[config.mk]
export PLATFORM = sky130hd
export DESIGN_NAME = exception_unit_flat
export DESIGN_NICKNAME = d
export VERILOG_FILES = /design/src/rtl/exception_unit_pkg.sv /design/src/rtl/exception_unit_if.sv /design/src/rtl/exc_prio_enc.sv /design/src/rtl/exception_unit.sv /design/src/flat_wrapper.sv
export SDC_FILE = /design/constraint.sdc
export NUM_CORES = 1
export LEC_CHECK = 0
export CORE_MARGIN = 4
export CORE_UTILIZATION = 45
export DETAILED_ROUTE_END_ITERATION = 7
export PLACE_DENSITY_LB_ADDON = 0.25
export SETUP_SLACK_MARGIN = 0.4
export SLEW_MARGIN = 10
export SYNTH_ARGS = -nofsm -noshare
export SYNTH_HDL_FRONTEND = slang
export SYNTH_SLANG_ARGS = --single-unit
[constraint.sdc]
create_clock -name clk -period 2.7 [get_ports clk]
set_input_delay 0.27 -clock clk [delete_from_list [all_inputs] [get_ports clk]]
set_output_delay 0.27 -clock clk [all_outputs]
set_load 0.03 [all_outputs]
[src/rtl/exception_unit_pkg.sv]
// Shared CPU definitions for the exception unit, MMU and CP0: exception codes,
// Status/Cause field positions, default vector and the unit's internal enums.
package exception_unit_pkg;

   localparam int STATUS_IE_BIT  = 0;
   localparam int STATUS_EXL_BIT = 1;
   localparam int STATUS_IM_LSB  = 8;
   localparam int CAUSE_IP_LSB   = 8;
   localparam int CAUSE_EXC_LSB  = 2;

   localparam int MMU_EXC_NONE       = 0;
   localparam int CPU_EXCEPTION_INT  = 0;
   localparam int CPU_EXCEPTION_MOD  = 1;
   localparam int CPU_EXCEPTION_TLBL = 2;
   localparam int CPU_EXCEPTION_TLBS = 3;
   localparam int CPU_EXCEPTION_SYS  = 8;

   localparam logic [31:0] DEFAULT_EXC_VECTOR = 32'h8000_0180;

   typedef enum logic [1:0] {
      KIND_INT,
      KIND_MMU,
      KIND_SYS,
      KIND_ERET
   } exc_kind_e;

   typedef enum logic [1:0] {
      ST_IDLE,
      ST_FLUSH,
      ST_COMMIT
   } exc_state_e;

   function automatic logic [31:0] status_with_exl(input logic [31:0] status,
                                                    input logic        exl);
      logic [31:0] result;
      result                 = status;
      result[STATUS_EXL_BIT] = exl;
      return result;
   endfunction

endpackage

[src/rtl/exception_unit_if.sv]
// Pipeline/CP0 side bundle of the exception unit. The slave modport is the
// exception unit itself; the master modport is the pipeline and CP0.
interface exception_unit_if #(
   parameter int IRQ_W = 8,
   parameter int EXC_W = 5
);
   logic [EXC_W-1:0] mmu_exception;
   logic             syscall;
   logic             eret;
   logic [IRQ_W-1:0] irq;
   logic [31:0]      pc;
   logic [31:0]      bad_vaddr;
   logic [31:0]      cp0_status;
   logic [31:0]      cp0_cause;
   logic [31:0]      cp0_epc;
   logic             flush_ack;

   logic             flush_req;
   logic             busy;
   logic             redirect;
   logic [31:0]      redirect_pc;
   logic             we_status;
   logic             we_cause;
   logic             we_epc;
   logic             we_badVAddr;
   logic [31:0]      out_status;
   logic [31:0]      out_cause;
   logic [31:0]      out_epc;
   logic [31:0]      out_badVAddr;

   modport master (
      output mmu_exception, syscall, eret, irq, pc, bad_vaddr,
             cp0_status, cp0_cause, cp0_epc, flush_ack,
      input  flush_req, busy, redirect, redirect_pc,
             we_status, we_cause, we_epc, we_badVAddr,
             out_status, out_cause, out_epc, out_badVAddr
   );

   modport slave (
      input  mmu_exception, syscall, eret, irq, pc, bad_vaddr,
             cp0_status, cp0_cause, cp0_epc, flush_ack,
      output flush_req, busy, redirect, redirect_pc,
             we_status, we_cause, we_epc, we_badVAddr,
             out_status, out_cause, out_epc, out_badVAddr
   );

endinterface

[src/rtl/exc_prio_enc.sv]
// Combinational priority encoder for the exception unit:
// interrupt > MMU fault > syscall > ERET.
module exc_prio_enc
   import exception_unit_pkg::*;
#(
   parameter int IRQ_W = 8,
   parameter int EXC_W = 5
) (
   input  logic [IRQ_W-1:0] i_masked,
   input  logic             i_int_en,
   input  logic [EXC_W-1:0] i_mmu_exception,
   input  logic             i_syscall,
   input  logic             i_eret,
   output logic             o_valid,
   output exc_kind_e        o_kind,
   output logic [EXC_W-1:0] o_code
);

   always_comb begin
      o_valid = 1'b1;
      o_kind  = KIND_INT;
      o_code  = EXC_W'(CPU_EXCEPTION_INT);
      if (i_int_en && (|i_masked)) begin
         o_kind = KIND_INT;
         o_code = EXC_W'(CPU_EXCEPTION_INT);
      end else if (i_mmu_exception != EXC_W'(MMU_EXC_NONE)) begin
         o_kind = KIND_MMU;
         o_code = i_mmu_exception;
      end else if (i_syscall) begin
         o_kind = KIND_SYS;
         o_code = EXC_W'(CPU_EXCEPTION_SYS);
      end else if (i_eret) begin
         o_kind = KIND_ERET;
         o_code = EXC_W'(CPU_EXCEPTION_INT);
      end else begin
         o_valid = 1'b0;
      end
   end

endmodule

[src/rtl/exception_unit.sv]
// Sequential exception unit: IDLE -> FLUSH -> COMMIT with registered CP0 writes
// and PC redirect. Define EXCEPTION_UNIT_IRQ_EDGE_EN for edge-captured IRQs.
module exception_unit
   import exception_unit_pkg::*;
#(
   parameter int          IRQ_W      = 8,
   parameter int          EXC_W      = 5,
   parameter logic [31:0] EXC_VECTOR = DEFAULT_EXC_VECTOR
) (
   input  logic             clk,
   input  logic             res,
   exception_unit_if.slave  io_exc
);

   exc_state_e       r_state;
   exc_state_e       w_state_next;
   logic             w_accept;
   logic             w_commit_load;

   logic [IRQ_W-1:0] r_pend;
   logic [IRQ_W-1:0] w_masked;
   logic             w_int_en;

   logic             w_enc_valid;
   exc_kind_e        w_enc_kind;
   logic [EXC_W-1:0] w_enc_code;

   exc_kind_e        r_kind;
   logic [EXC_W-1:0] r_code;
   logic [31:0]      r_epc;
   logic [31:0]      r_bad_vaddr;

   logic             w_is_exc;
   logic [7:0]       w_ip8;
   logic [31:0]      w_cause_new;

   logic             r_redirect;
   logic             r_we_status;
   logic             r_we_cause;
   logic             r_we_epc;
   logic             r_we_badvaddr;
   logic [31:0]      r_redirect_pc;
   logic [31:0]      r_out_status;
   logic [31:0]      r_out_cause;
   logic [31:0]      r_out_epc;
   logic [31:0]      r_out_badvaddr;

   logic             w_unused;

   assign w_masked = r_pend & io_exc.cp0_status[STATUS_IM_LSB +: IRQ_W];
   assign w_int_en = io_exc.cp0_status[STATUS_IE_BIT] & ~io_exc.cp0_status[STATUS_EXL_BIT];
   assign w_unused = ^io_exc.cp0_cause[15:0];

   exc_prio_enc #(
      .IRQ_W (IRQ_W),
      .EXC_W (EXC_W)
   ) u_prio_enc (
      .i_masked        (w_masked),
      .i_int_en        (w_int_en),
      .i_mmu_exception (io_exc.mmu_exception),
      .i_syscall       (io_exc.syscall),
      .i_eret          (io_exc.eret),
      .o_valid         (w_enc_valid),
      .o_kind          (w_enc_kind),
      .o_code          (w_enc_code)
   );

   always_ff @(posedge clk or negedge res) begin
      if (!res) begin
         r_state <= ST_IDLE;
      end else begin
         r_state <= w_state_next;
      end
   end

   // Events are only looked at in IDLE; the stalled pipeline re-presents them later.
   always_comb begin
      w_state_next  = r_state;
      w_accept      = 1'b0;
      w_commit_load = 1'b0;
      case (r_state)
         ST_IDLE: begin
            if (w_enc_valid) begin
               w_accept     = 1'b1;
               w_state_next = ST_FLUSH;
            end
         end
         ST_FLUSH: begin
            if (io_exc.flush_ack) begin
               w_commit_load = 1'b1;
               w_state_next  = ST_COMMIT;
            end
         end
         ST_COMMIT: begin
            w_state_next = ST_IDLE;
         end
         default: begin
            w_state_next = ST_IDLE;
         end
      endcase
   end

   always_ff @(posedge clk or negedge res) begin
      if (!res) begin
         r_kind      <= KIND_INT;
         r_code      <= '0;
         r_epc       <= '0;
         r_bad_vaddr <= '0;
      end else if (w_accept) begin
         r_kind      <= w_enc_kind;
         r_code      <= w_enc_code;
         r_bad_vaddr <= io_exc.bad_vaddr;
         r_epc       <= (w_enc_kind == KIND_SYS) ? (io_exc.pc + 32'd4) : io_exc.pc;
      end
   end

   assign w_is_exc = (r_kind != KIND_ERET);
   assign w_ip8    = 8'(w_masked);

   always_comb begin
      w_cause_new                             = {io_exc.cp0_cause[31:16], w_ip8, 8'h00};
      w_cause_new[CAUSE_EXC_LSB +: EXC_W]     = r_code;
   end

   // Commit data is captured as FLUSH ends so every COMMIT output is a flop.
   always_ff @(posedge clk or negedge res) begin
      if (!res) begin
         r_redirect     <= 1'b0;
         r_we_status    <= 1'b0;
         r_we_cause     <= 1'b0;
         r_we_epc       <= 1'b0;
         r_we_badvaddr  <= 1'b0;
         r_redirect_pc  <= '0;
         r_out_status   <= '0;
         r_out_cause    <= '0;
         r_out_epc      <= '0;
         r_out_badvaddr <= '0;
      end else begin
         r_redirect    <= w_commit_load;
         r_we_status   <= w_commit_load;
         r_we_cause    <= w_commit_load & w_is_exc;
         r_we_epc      <= w_commit_load & w_is_exc & ~io_exc.cp0_status[STATUS_EXL_BIT];
         r_we_badvaddr <= w_commit_load & (r_kind == KIND_MMU);
         if (w_commit_load) begin
            r_out_status   <= status_with_exl(io_exc.cp0_status, w_is_exc);
            r_out_cause    <= w_cause_new;
            r_out_epc      <= r_epc;
            r_out_badvaddr <= r_bad_vaddr;
            r_redirect_pc  <= w_is_exc ? EXC_VECTOR : io_exc.cp0_epc;
         end
      end
   end

`ifdef EXCEPTION_UNIT_IRQ_EDGE_EN
   logic [IRQ_W-1:0] r_irq_q;
   logic [IRQ_W-1:0] w_pend_clr;

   // Only the bits reported in the committed Cause are retired; a new edge wins.
   assign w_pend_clr = ((r_state == ST_COMMIT) && (r_kind == KIND_INT))
                       ? r_out_cause[CAUSE_IP_LSB +: IRQ_W] : '0;

   always_ff @(posedge clk or negedge res) begin
      if (!res) begin
         r_irq_q <= '0;
      end else begin
         r_irq_q <= io_exc.irq;
      end
   end

   for (genvar gi = 0; gi < IRQ_W; gi++) begin : g_pend
      always_ff @(posedge clk or negedge res) begin
         if (!res) begin
            r_pend[gi] <= 1'b0;
         end else begin
            r_pend[gi] <= (r_pend[gi] & ~w_pend_clr[gi]) | (io_exc.irq[gi] & ~r_irq_q[gi]);
         end
      end
   end
`else
   for (genvar gi = 0; gi < IRQ_W; gi++) begin : g_pend
      always_ff @(posedge clk or negedge res) begin
         if (!res) begin
            r_pend[gi] <= 1'b0;
         end else begin
            r_pend[gi] <= io_exc.irq[gi];
         end
      end
   end
`endif

   assign io_exc.flush_req    = (r_state == ST_FLUSH);
   assign io_exc.busy         = (r_state != ST_IDLE);
   assign io_exc.redirect     = r_redirect;
   assign io_exc.redirect_pc  = r_redirect_pc;
   assign io_exc.we_status    = r_we_status;
   assign io_exc.we_cause     = r_we_cause;
   assign io_exc.we_epc       = r_we_epc;
   assign io_exc.we_badVAddr  = r_we_badvaddr;
   assign io_exc.out_status   = r_out_status;
   assign io_exc.out_cause    = r_out_cause;
   assign io_exc.out_epc      = r_out_epc;
   assign io_exc.out_badVAddr = r_out_badvaddr;

endmodule

[src/flat_wrapper.sv]
// flat-port wrapper written by rule: the top's interface ports become plain ports
module exception_unit_flat import exception_unit_pkg::*;
#(
   parameter int          IRQ_W      = 8,
   parameter int          EXC_W      = 5,
   parameter logic [31:0] EXC_VECTOR = DEFAULT_EXC_VECTOR
)
  (clk, res, io_exc_mmu_exception, io_exc_syscall, io_exc_eret, io_exc_irq, io_exc_pc, io_exc_bad_vaddr, io_exc_cp0_status, io_exc_cp0_cause, io_exc_cp0_epc, io_exc_flush_ack, io_exc_flush_req, io_exc_busy, io_exc_redirect, io_exc_redirect_pc, io_exc_we_status, io_exc_we_cause, io_exc_we_epc, io_exc_we_badVAddr, io_exc_out_status, io_exc_out_cause, io_exc_out_epc, io_exc_out_badVAddr);
  exception_unit_if #(.IRQ_W(IRQ_W), .EXC_W(EXC_W)) io_exc_i ();
  input  logic clk;
  input  logic res;
  input wire logic [$bits(io_exc_i.mmu_exception)-1:0] io_exc_mmu_exception;
  input wire logic [$bits(io_exc_i.syscall)-1:0] io_exc_syscall;
  input wire logic [$bits(io_exc_i.eret)-1:0] io_exc_eret;
  input wire logic [$bits(io_exc_i.irq)-1:0] io_exc_irq;
  input wire logic [$bits(io_exc_i.pc)-1:0] io_exc_pc;
  input wire logic [$bits(io_exc_i.bad_vaddr)-1:0] io_exc_bad_vaddr;
  input wire logic [$bits(io_exc_i.cp0_status)-1:0] io_exc_cp0_status;
  input wire logic [$bits(io_exc_i.cp0_cause)-1:0] io_exc_cp0_cause;
  input wire logic [$bits(io_exc_i.cp0_epc)-1:0] io_exc_cp0_epc;
  input wire logic [$bits(io_exc_i.flush_ack)-1:0] io_exc_flush_ack;
  output wire logic [$bits(io_exc_i.flush_req)-1:0] io_exc_flush_req;
  output wire logic [$bits(io_exc_i.busy)-1:0] io_exc_busy;
  output wire logic [$bits(io_exc_i.redirect)-1:0] io_exc_redirect;
  output wire logic [$bits(io_exc_i.redirect_pc)-1:0] io_exc_redirect_pc;
  output wire logic [$bits(io_exc_i.we_status)-1:0] io_exc_we_status;
  output wire logic [$bits(io_exc_i.we_cause)-1:0] io_exc_we_cause;
  output wire logic [$bits(io_exc_i.we_epc)-1:0] io_exc_we_epc;
  output wire logic [$bits(io_exc_i.we_badVAddr)-1:0] io_exc_we_badVAddr;
  output wire logic [$bits(io_exc_i.out_status)-1:0] io_exc_out_status;
  output wire logic [$bits(io_exc_i.out_cause)-1:0] io_exc_out_cause;
  output wire logic [$bits(io_exc_i.out_epc)-1:0] io_exc_out_epc;
  output wire logic [$bits(io_exc_i.out_badVAddr)-1:0] io_exc_out_badVAddr;
  assign io_exc_i.mmu_exception = io_exc_mmu_exception;
  assign io_exc_i.syscall = io_exc_syscall;
  assign io_exc_i.eret = io_exc_eret;
  assign io_exc_i.irq = io_exc_irq;
  assign io_exc_i.pc = io_exc_pc;
  assign io_exc_i.bad_vaddr = io_exc_bad_vaddr;
  assign io_exc_i.cp0_status = io_exc_cp0_status;
  assign io_exc_i.cp0_cause = io_exc_cp0_cause;
  assign io_exc_i.cp0_epc = io_exc_cp0_epc;
  assign io_exc_i.flush_ack = io_exc_flush_ack;
  assign io_exc_flush_req = io_exc_i.flush_req;
  assign io_exc_busy = io_exc_i.busy;
  assign io_exc_redirect = io_exc_i.redirect;
  assign io_exc_redirect_pc = io_exc_i.redirect_pc;
  assign io_exc_we_status = io_exc_i.we_status;
  assign io_exc_we_cause = io_exc_i.we_cause;
  assign io_exc_we_epc = io_exc_i.we_epc;
  assign io_exc_we_badVAddr = io_exc_i.we_badVAddr;
  assign io_exc_out_status = io_exc_i.out_status;
  assign io_exc_out_cause = io_exc_i.out_cause;
  assign io_exc_out_epc = io_exc_i.out_epc;
  assign io_exc_out_badVAddr = io_exc_i.out_badVAddr;
  exception_unit #(.IRQ_W(IRQ_W), .EXC_W(EXC_W), .EXC_VECTOR(EXC_VECTOR)) u_core (.clk(clk), .res(res), .io_exc(io_exc_i));
endmodule
==> results of run 1 <==
==> what timing repair did <==
| action | CTS | global route |
|---|---|---|
| gates cloned | 0 | 0 |
| hold endpoints to repair | 74 | 0 |
| hold buffers | 1 | 0 |
| buffers inserted | 0 | 1 |
| resized for setup | 2 | 1 |
| endpoints found under the setup margin | 2 | 5 |
| pin swaps | 0 | 2 |
==> registers in the layout (all words and copies together), names as in the netlist, 8 cells and up <==
name / count
u_core.io_exc.out_epc: 32
u_core.r_pend: 8
u_core.io_exc.out_cause: 29
u_core.r_epc: 32
u_core.r_bad_vaddr: 32
u_core.io_exc.redirect_pc: 32
u_core.io_exc.out_status: 32
u_core.io_exc.out_badVAddr: 32
==> layout make-up <==
cell class	instances	area [um2]
Clock inverter	12	235
Clock buffer	35	766
Multi-Input combinational cell	715	3560
Timing Repair Buffer	361	3640
Inverter	11	43.8
Sequential cell	242	6060
Tap cell	275	344
Fill cell	1640	6640
==> per-layer routing <==
metal	wire length [um]	GRT usage, %
met1	12000	30.3
met2	13900	38.5
met3	1930	3.86
met4	926	7.59
met5	0	0
==> per-stage QoR <==
step	hold slack, ns	utilization (%)
6_report	0.190	68.8
5_1_grt	0.180	68.8
4_1_cts	0.167	68.8
3_5_place_dp	0.296	64.0
3_3_place_gp	0.293	64.0
2_1_floorplan	-0.0256	-
==> logic make-up (layout without fill, tap and decap cells) <==
group           Yosys count  after routing  share of synthesized area, %
other cells               1              3                        0.0380
fa+ha+maj                 1              1                         0.127
compound gates           93             93                          6.04
simple gates            580            580                          25.1
mux                      38             38                          4.30
buf+inv                  74            419                          3.02
flops                   242            242                          61.4
==> power by group through the flow <==
stage	Sequential, mW	Combinational (mW)	Clock (mW)
4_1_cts	6.23	8.69	4.17
6_report	6.22	8.56	4.07
3_3_place_gp	6.20	8.54	0
3_5_place_dp	6.27	8.65	0
2_1_floorplan	8.50	2.54	0
5_1_grt	6.45	9.19	4.31
==> cells in the final DEF (no fill, tap or decap), types with 5 or more instances in the layout <==
cell type / count
nand2_1: 437
clkdlybuf4s50_1: 322
dfrtp_1: 242
mux2_2: 35
nand3_1: 35
a31oi_1: 30
nor3_1: 29
clkbuf_16: 27
o21ai_0: 26
buf_4: 26
o31ai_1: 23
or4_1: 21
nand4_1: 16
nor2_1: 15
inv_1: 10
buf_12: 9
bufinv_16: 7
or3_1: 6
clkbuf_8: 6
clkinv_2: 5
==> worst reg2reg max path: cells and delay by family, from the launching register on <==
family | cells | cell delay (ns)
compound gates | 3 | 0.70
buf+inv | 2 | 0.56
simple gates | 2 | 0.33
flops | 1 | 0.32
==> worst max path at each step <==
| stage | startpoint | to | slack, ns | depth (start not counted) |
|---|---|---|---|---|
| floorplan | u_core.r_pend[2] | u_core.r_epc[11] | 0.56 | 9 |
| global placement | io_exc_mmu_exception[4] | u_core.r_epc[21] | 0.02 | 7 |
| detailed placement | io_exc_mmu_exception[4] | u_core.r_epc[21] | -0.06 | 7 |
| CTS | io_exc_mmu_exception[4] | u_core.r_epc[21] | 0.47 | 7 |
| global route | io_exc_mmu_exception[4] | u_core.r_epc[22] | 0.44 | 6 |
| finish | io_exc_mmu_exception[4] | u_core.r_epc[24] | 0.53 | 6 |
==> impl_metrics.tcl, run 1 <==
set metrics [dict create \
    clockBufferDepth 3 \
    synth_most_common_cell "nand2_1" \
    status "finished clean" \
    r2r-end "u_core.r_epc[19]" \
    cp.arrival_ns 2.59 \
    critPathMaxStageDelay_ns 0.58 \
    max_slew_margin_pct 55.7 \
    path_cells "clkdlybuf4s50_1, or4_4, nor2_1, nand2_1, or4_1, a31oi_1" \
    tritoncts "done" \
    ir_drop_v 0.000588 \
    total_power_mw 18.9 \
    max_clock_freq_mhz 462 \
    final_min_period_over_clock_period_pct 80.2 \
    synth_commonest_cells "nand2_1 (438), dfrtp_1 (242), clkbuf_1 (50)" \
    clkTransAtPathRegs_ns 0.06 \
    drt_first_iter_violations 631 \
    crit_path_start_kind "input pin" \
    path_delay_family "simple AND/OR/NAND/NOR gates" \
    h-tree-depth 1 \
    hpwl_um 19900 \
    final_cell_count_no_fill 1651 \
    grt_max_degree 109 \
    r2r_setup_slack_ns 0.65 \
    nNetsFinal 1536 \
    fin_crit_ns 2.17 \
    pre_cts_ws_ns -0.0592 \
    drcViolationCount 0 \
    ys_types 40 \
    yosysTopAreaCell "dfrtp_1" \
    whs_endpoint "u_core.r_pend[5]" \
    cellInternalPower_mw 11.4 \
    reg2reg_depth 7 \
    vias 8583 \
    die_area_um2 24400 \
    leakagePower_nw 6.69 \
    clock-sinks 242 \
    hp-start "io_exc_irq[5]" \
    yosysWarningCount 0 \
    synth_area_um2 9860 \
    worst_pin_slew_ns 0.664 \
    setup_ws_ns 0.535 \
    slew_violations 0 \
    rows 53 \
    hp-class "in -> reg" \
    power_frac_clock_pct 21.6 \
    swShare_pct 39.4 \
    ant_nets 0 \
    place_congestion 0.862 \
    finalSetupViolCount 0 \
    avgRoutedWirePerCell_um 17.4 \
    synth_edf_count 0 \
    setup-tns-final_ns 0 \
    worstPathMaxFanout 16 \
    start_util_pct 46.3 \
    fp.coreArea_um2 21300 \
    overflow 0 \
    dpl_cell_area_um2 13600 \
    synth.ff_latch_count 242 \
    dr.pass1.iters 5 \
    io_pins 345 \
    grt_pass1_wl_um 45200 \
    drv_cap 0 \
    r2r-start "u_core.r_pend[2]" \
    cp-end-kind "register" \
    root_buffer "clkbuf_16" \
    die_w_um 156 \
    netlist_top_cells_area "dfrtp_1 (61%), nand2_1 (17%), mux2_2 (4.0%)" \
    dp.cells 1602 \
    required_ns 3.12 \
    avgSynthCellArea_um2 9.59 \
    die_y_um 156 \
    synth_top_area_share_pct 61.4 \
    antenna_cells 0 \
    portBuffers 325 \
    switchingPower_mw 7.43 \
    antenna_found_initial 0 \
    pwr-share-seq_pct 33.0 \
    wirelength_um 28800 \
    cp_slowest_cell "or4_4" \
    numCtsBuffers 26 \
    track_usage_pct 22.9 \
    hold_viol 0 \
    syn2layout_area_growth_pct 48.5 \
    critPathBufInv 1 \
    synthArstFlopShare_pct 100 \
    synth_ff_type "dfrtp_1" \
    fin_area_um2 14600 \
    synthCells 1029 \
    synth-seq-area-share_pct 61.4 \
    min_path_cells 1 \
    rsz0062_at_grt "no" \
    finClkSkew_ns 0.00923 \
    clk-insertion-delay-late_ns 0.51 \
    routed_via_density 5.20 \
    critPathKind "in -> reg" \
    final_layout_size_suffix_gt1_share_pct 9.67 \
    power_density_nw_per_um2 1290 \
    pwr-share-comb_pct 45.4 \
    first_global_vias 8405 \
]
Note: power is estimated with default switching activity, not from simulation.
==> run 2: changes to the inputs <==
==> constraint.sdc (replaced) <==
create_clock -name clk -period 2.2 [get_ports clk]
set_input_delay 0.22 -clock clk [delete_from_list [all_inputs] [get_ports clk]]
set_output_delay 0.22 -clock clk [all_outputs]
set_load 0.03 [all_outputs]
==> run 2 against run 1 <==
Net effect: clock skew grew 0.0062 ns; worst setup slack lost 0.24 ns; combinational power grew 26%; cell area grew 6.3%; core utilization grew 4.4 points; sequential power grew 23%; largest cell class unchanged.
==> impl_metrics.tcl, run 2 (synthesized netlist as in run 1, its figures left out) <==
set metrics [dict create \
    numCtsBuffers 28 \
    max_clock_freq_mhz 526 \
    overflow 0 \
    slew_violations 0 \
    dp.cells 1649 \
    critPathKind "reg -> reg" \
    routed_via_density 5.27 \
    antenna_cells 0 \
    antenna_found_initial 0 \
    root_buffer "clkbuf_16" \
    power_density_nw_per_um2 1470 \
    die_w_um 156 \
    cp.arrival_ns 2.35 \
    first_global_vias 9108 \
    finClkSkew_ns 0.0155 \
    grt_pass1_wl_um 47800 \
    hpwl_um 21000 \
    cp-end-kind "register" \
    clkTransAtPathRegs_ns 0.06 \
    hold_viol 0 \
    die_y_um 156 \
    rows 53 \
    final_cell_mix "nand2_1 (428), dfrtp_1 (242), clkdlybuf4s50_1 (167)" \
    finalSetupViolCount 0 \
    start_util_pct 46.3 \
    leakagePower_nw 8.26 \
    rsz0062_at_grt "yes" \
    vias 9090 \
    place_congestion 0.843 \
    io_pins 345 \
    h-tree-depth 1 \
    drv_cap 0 \
    worst_pin_slew_ns 0.539 \
    status "finished clean" \
    avgRoutedWirePerCell_um 18.5 \
    grt_max_degree 92 \
    clock-sinks 242 \
    max_slew_margin_pct 64.1 \
    drt_first_iter_violations 487 \
    drcViolationCount 0 \
    final_layout_size_suffix_gt1_share_pct 16.5 \
    clockBufferDepth 3 \
    fin_crit_ns 1.90 \
    worstPathMaxFanout 5 \
    die_area_um2 24400 \
    ir_drop_v 0.000946 \
    dr.pass1.iters 5 \
    ant_nets 0 \
    required_ns 2.65 \
    mostFrequentLayoutCell "nand2_1" \
    portBuffers 325 \
    tritoncts "done" \
    nNetsFinal 1610 \
    clk-insertion-delay-late_ns 0.53 \
    final_cell_count_no_fill 1724 \
    crit_path_start_kind "register" \
    fp.coreArea_um2 21300 \
    syn2layout_area_growth_pct 57.9 \
    wirelength_um 32000 \
    final_min_period_over_clock_period_pct 86.4 \
    fin_util_pct 73.2 \
    hp-class "in -> reg" \
    track_usage_pct 24.2 \
]
[run 2: cell types whose count changed in the layout (fill, tap and decap cells not counted), sizes merged]
cell and delta:
dlymetal6s2s +70, bufinv -6, inv +1, dlygate4sd3 +1, clkdlybuf4s50 -155, clkbuf +22, buf +64, clkdlybuf4s15 +3
dlygate4sd2 +73
[run 2: metal layers]
layer	GRT usage, %	share of wire, %	wire length [um]	up-vias
li1	-	-	-	4235
met1	31.4	39	12500	4369
met2	39.9	49	15700	392
met3	5.74	7.7	2470	94
met4	8.55	4.1	1300	0
met5	0	0	0	-
[run 2: cell type report]
class,count,area [um2]
Inverter,11,43.8
Tap cell,275,344
Fill cell,1507,5710
Clock inverter,7,63.8
Multi-Input combinational cell,715,3730
Sequential cell,242,6060
Clock buffer,41,831
Timing Repair Buffer,433,4510
[run 2: path summary, 6_finish.rpt]
kind | startpoint | to | slack, ns | depth (start not counted)
max in group asynchronous | res | u_core.io_exc.out_badVAddr[2] | 1.21 | 3
worst max register to register | u_core.r_pend[7] | u_core.r_epc[18] | 0.30 | 8
worst max-delay path | u_core.r_pend[7] | u_core.r_epc[18] | 0.30 | 8
worst min register to register | u_core.io_exc.redirect_pc[29] | u_core.io_exc.redirect_pc[29] | 0.46 | 2
min in group asynchronous | res | u_core.io_exc.out_status[18] | 0.25 | 2
worst min-delay path | io_exc_mmu_exception[1] | u_core.r_code[1] | 0.09 | 3
[run 2: per-stage QoR]
| step | TNS [ns] | hold slack (ns) | setup slack, ns | instance area, um2 | total power, mW |
|---|---|---|---|---|---|
| after floorplan | 0 | -0.0756 | 0.265 | 9990 | 13.7 |
| after global placement | -8.55 | 0.230 | -0.269 | 14100 | 18.3 |
| after detailed placement | -11.23 | 0.225 | -0.318 | 14100 | 18.6 |
| after CTS | 0 | 0.0738 | 0.310 | 15100 | 22.8 |
| after global routing | 0 | 0.106 | 0.258 | 15600 | 24.3 |
| final | 0 | 0.0937 | 0.298 | 15600 | 23.0 |
[run 2: worst max-delay path, cell delays in order, from the launching register on]
cell and delay, ns:
dfrtp_1 0.37, nand2_2 0.09, and4_4 0.24, buf_6 0.11, a21boi_4 0.10, buf_12 0.15, buf_16 0.12, or4_1 0.51
a31oi_1 0.14
[run 2: repair_timing]
action | 4_1_cts | 5_1_grt
pin swaps | 16 | 45
setup buffers | 7 | 7
gates resized for setup | 103 | 118
hold buffers | 1 | 1
gates cloned | 3 | 8
hold endpoints to repair | 63 | 1
setup endpoints to repair | 131 | 127
[run 2: report_power, final]
group          switching (mW)  leakage [nW]  internal, mW
Clock                    1.77         0.446          2.71
Sequential               1.09          2.95          6.57
Combinational            6.58          4.86          4.25
Total                    9.44          8.26          13.5
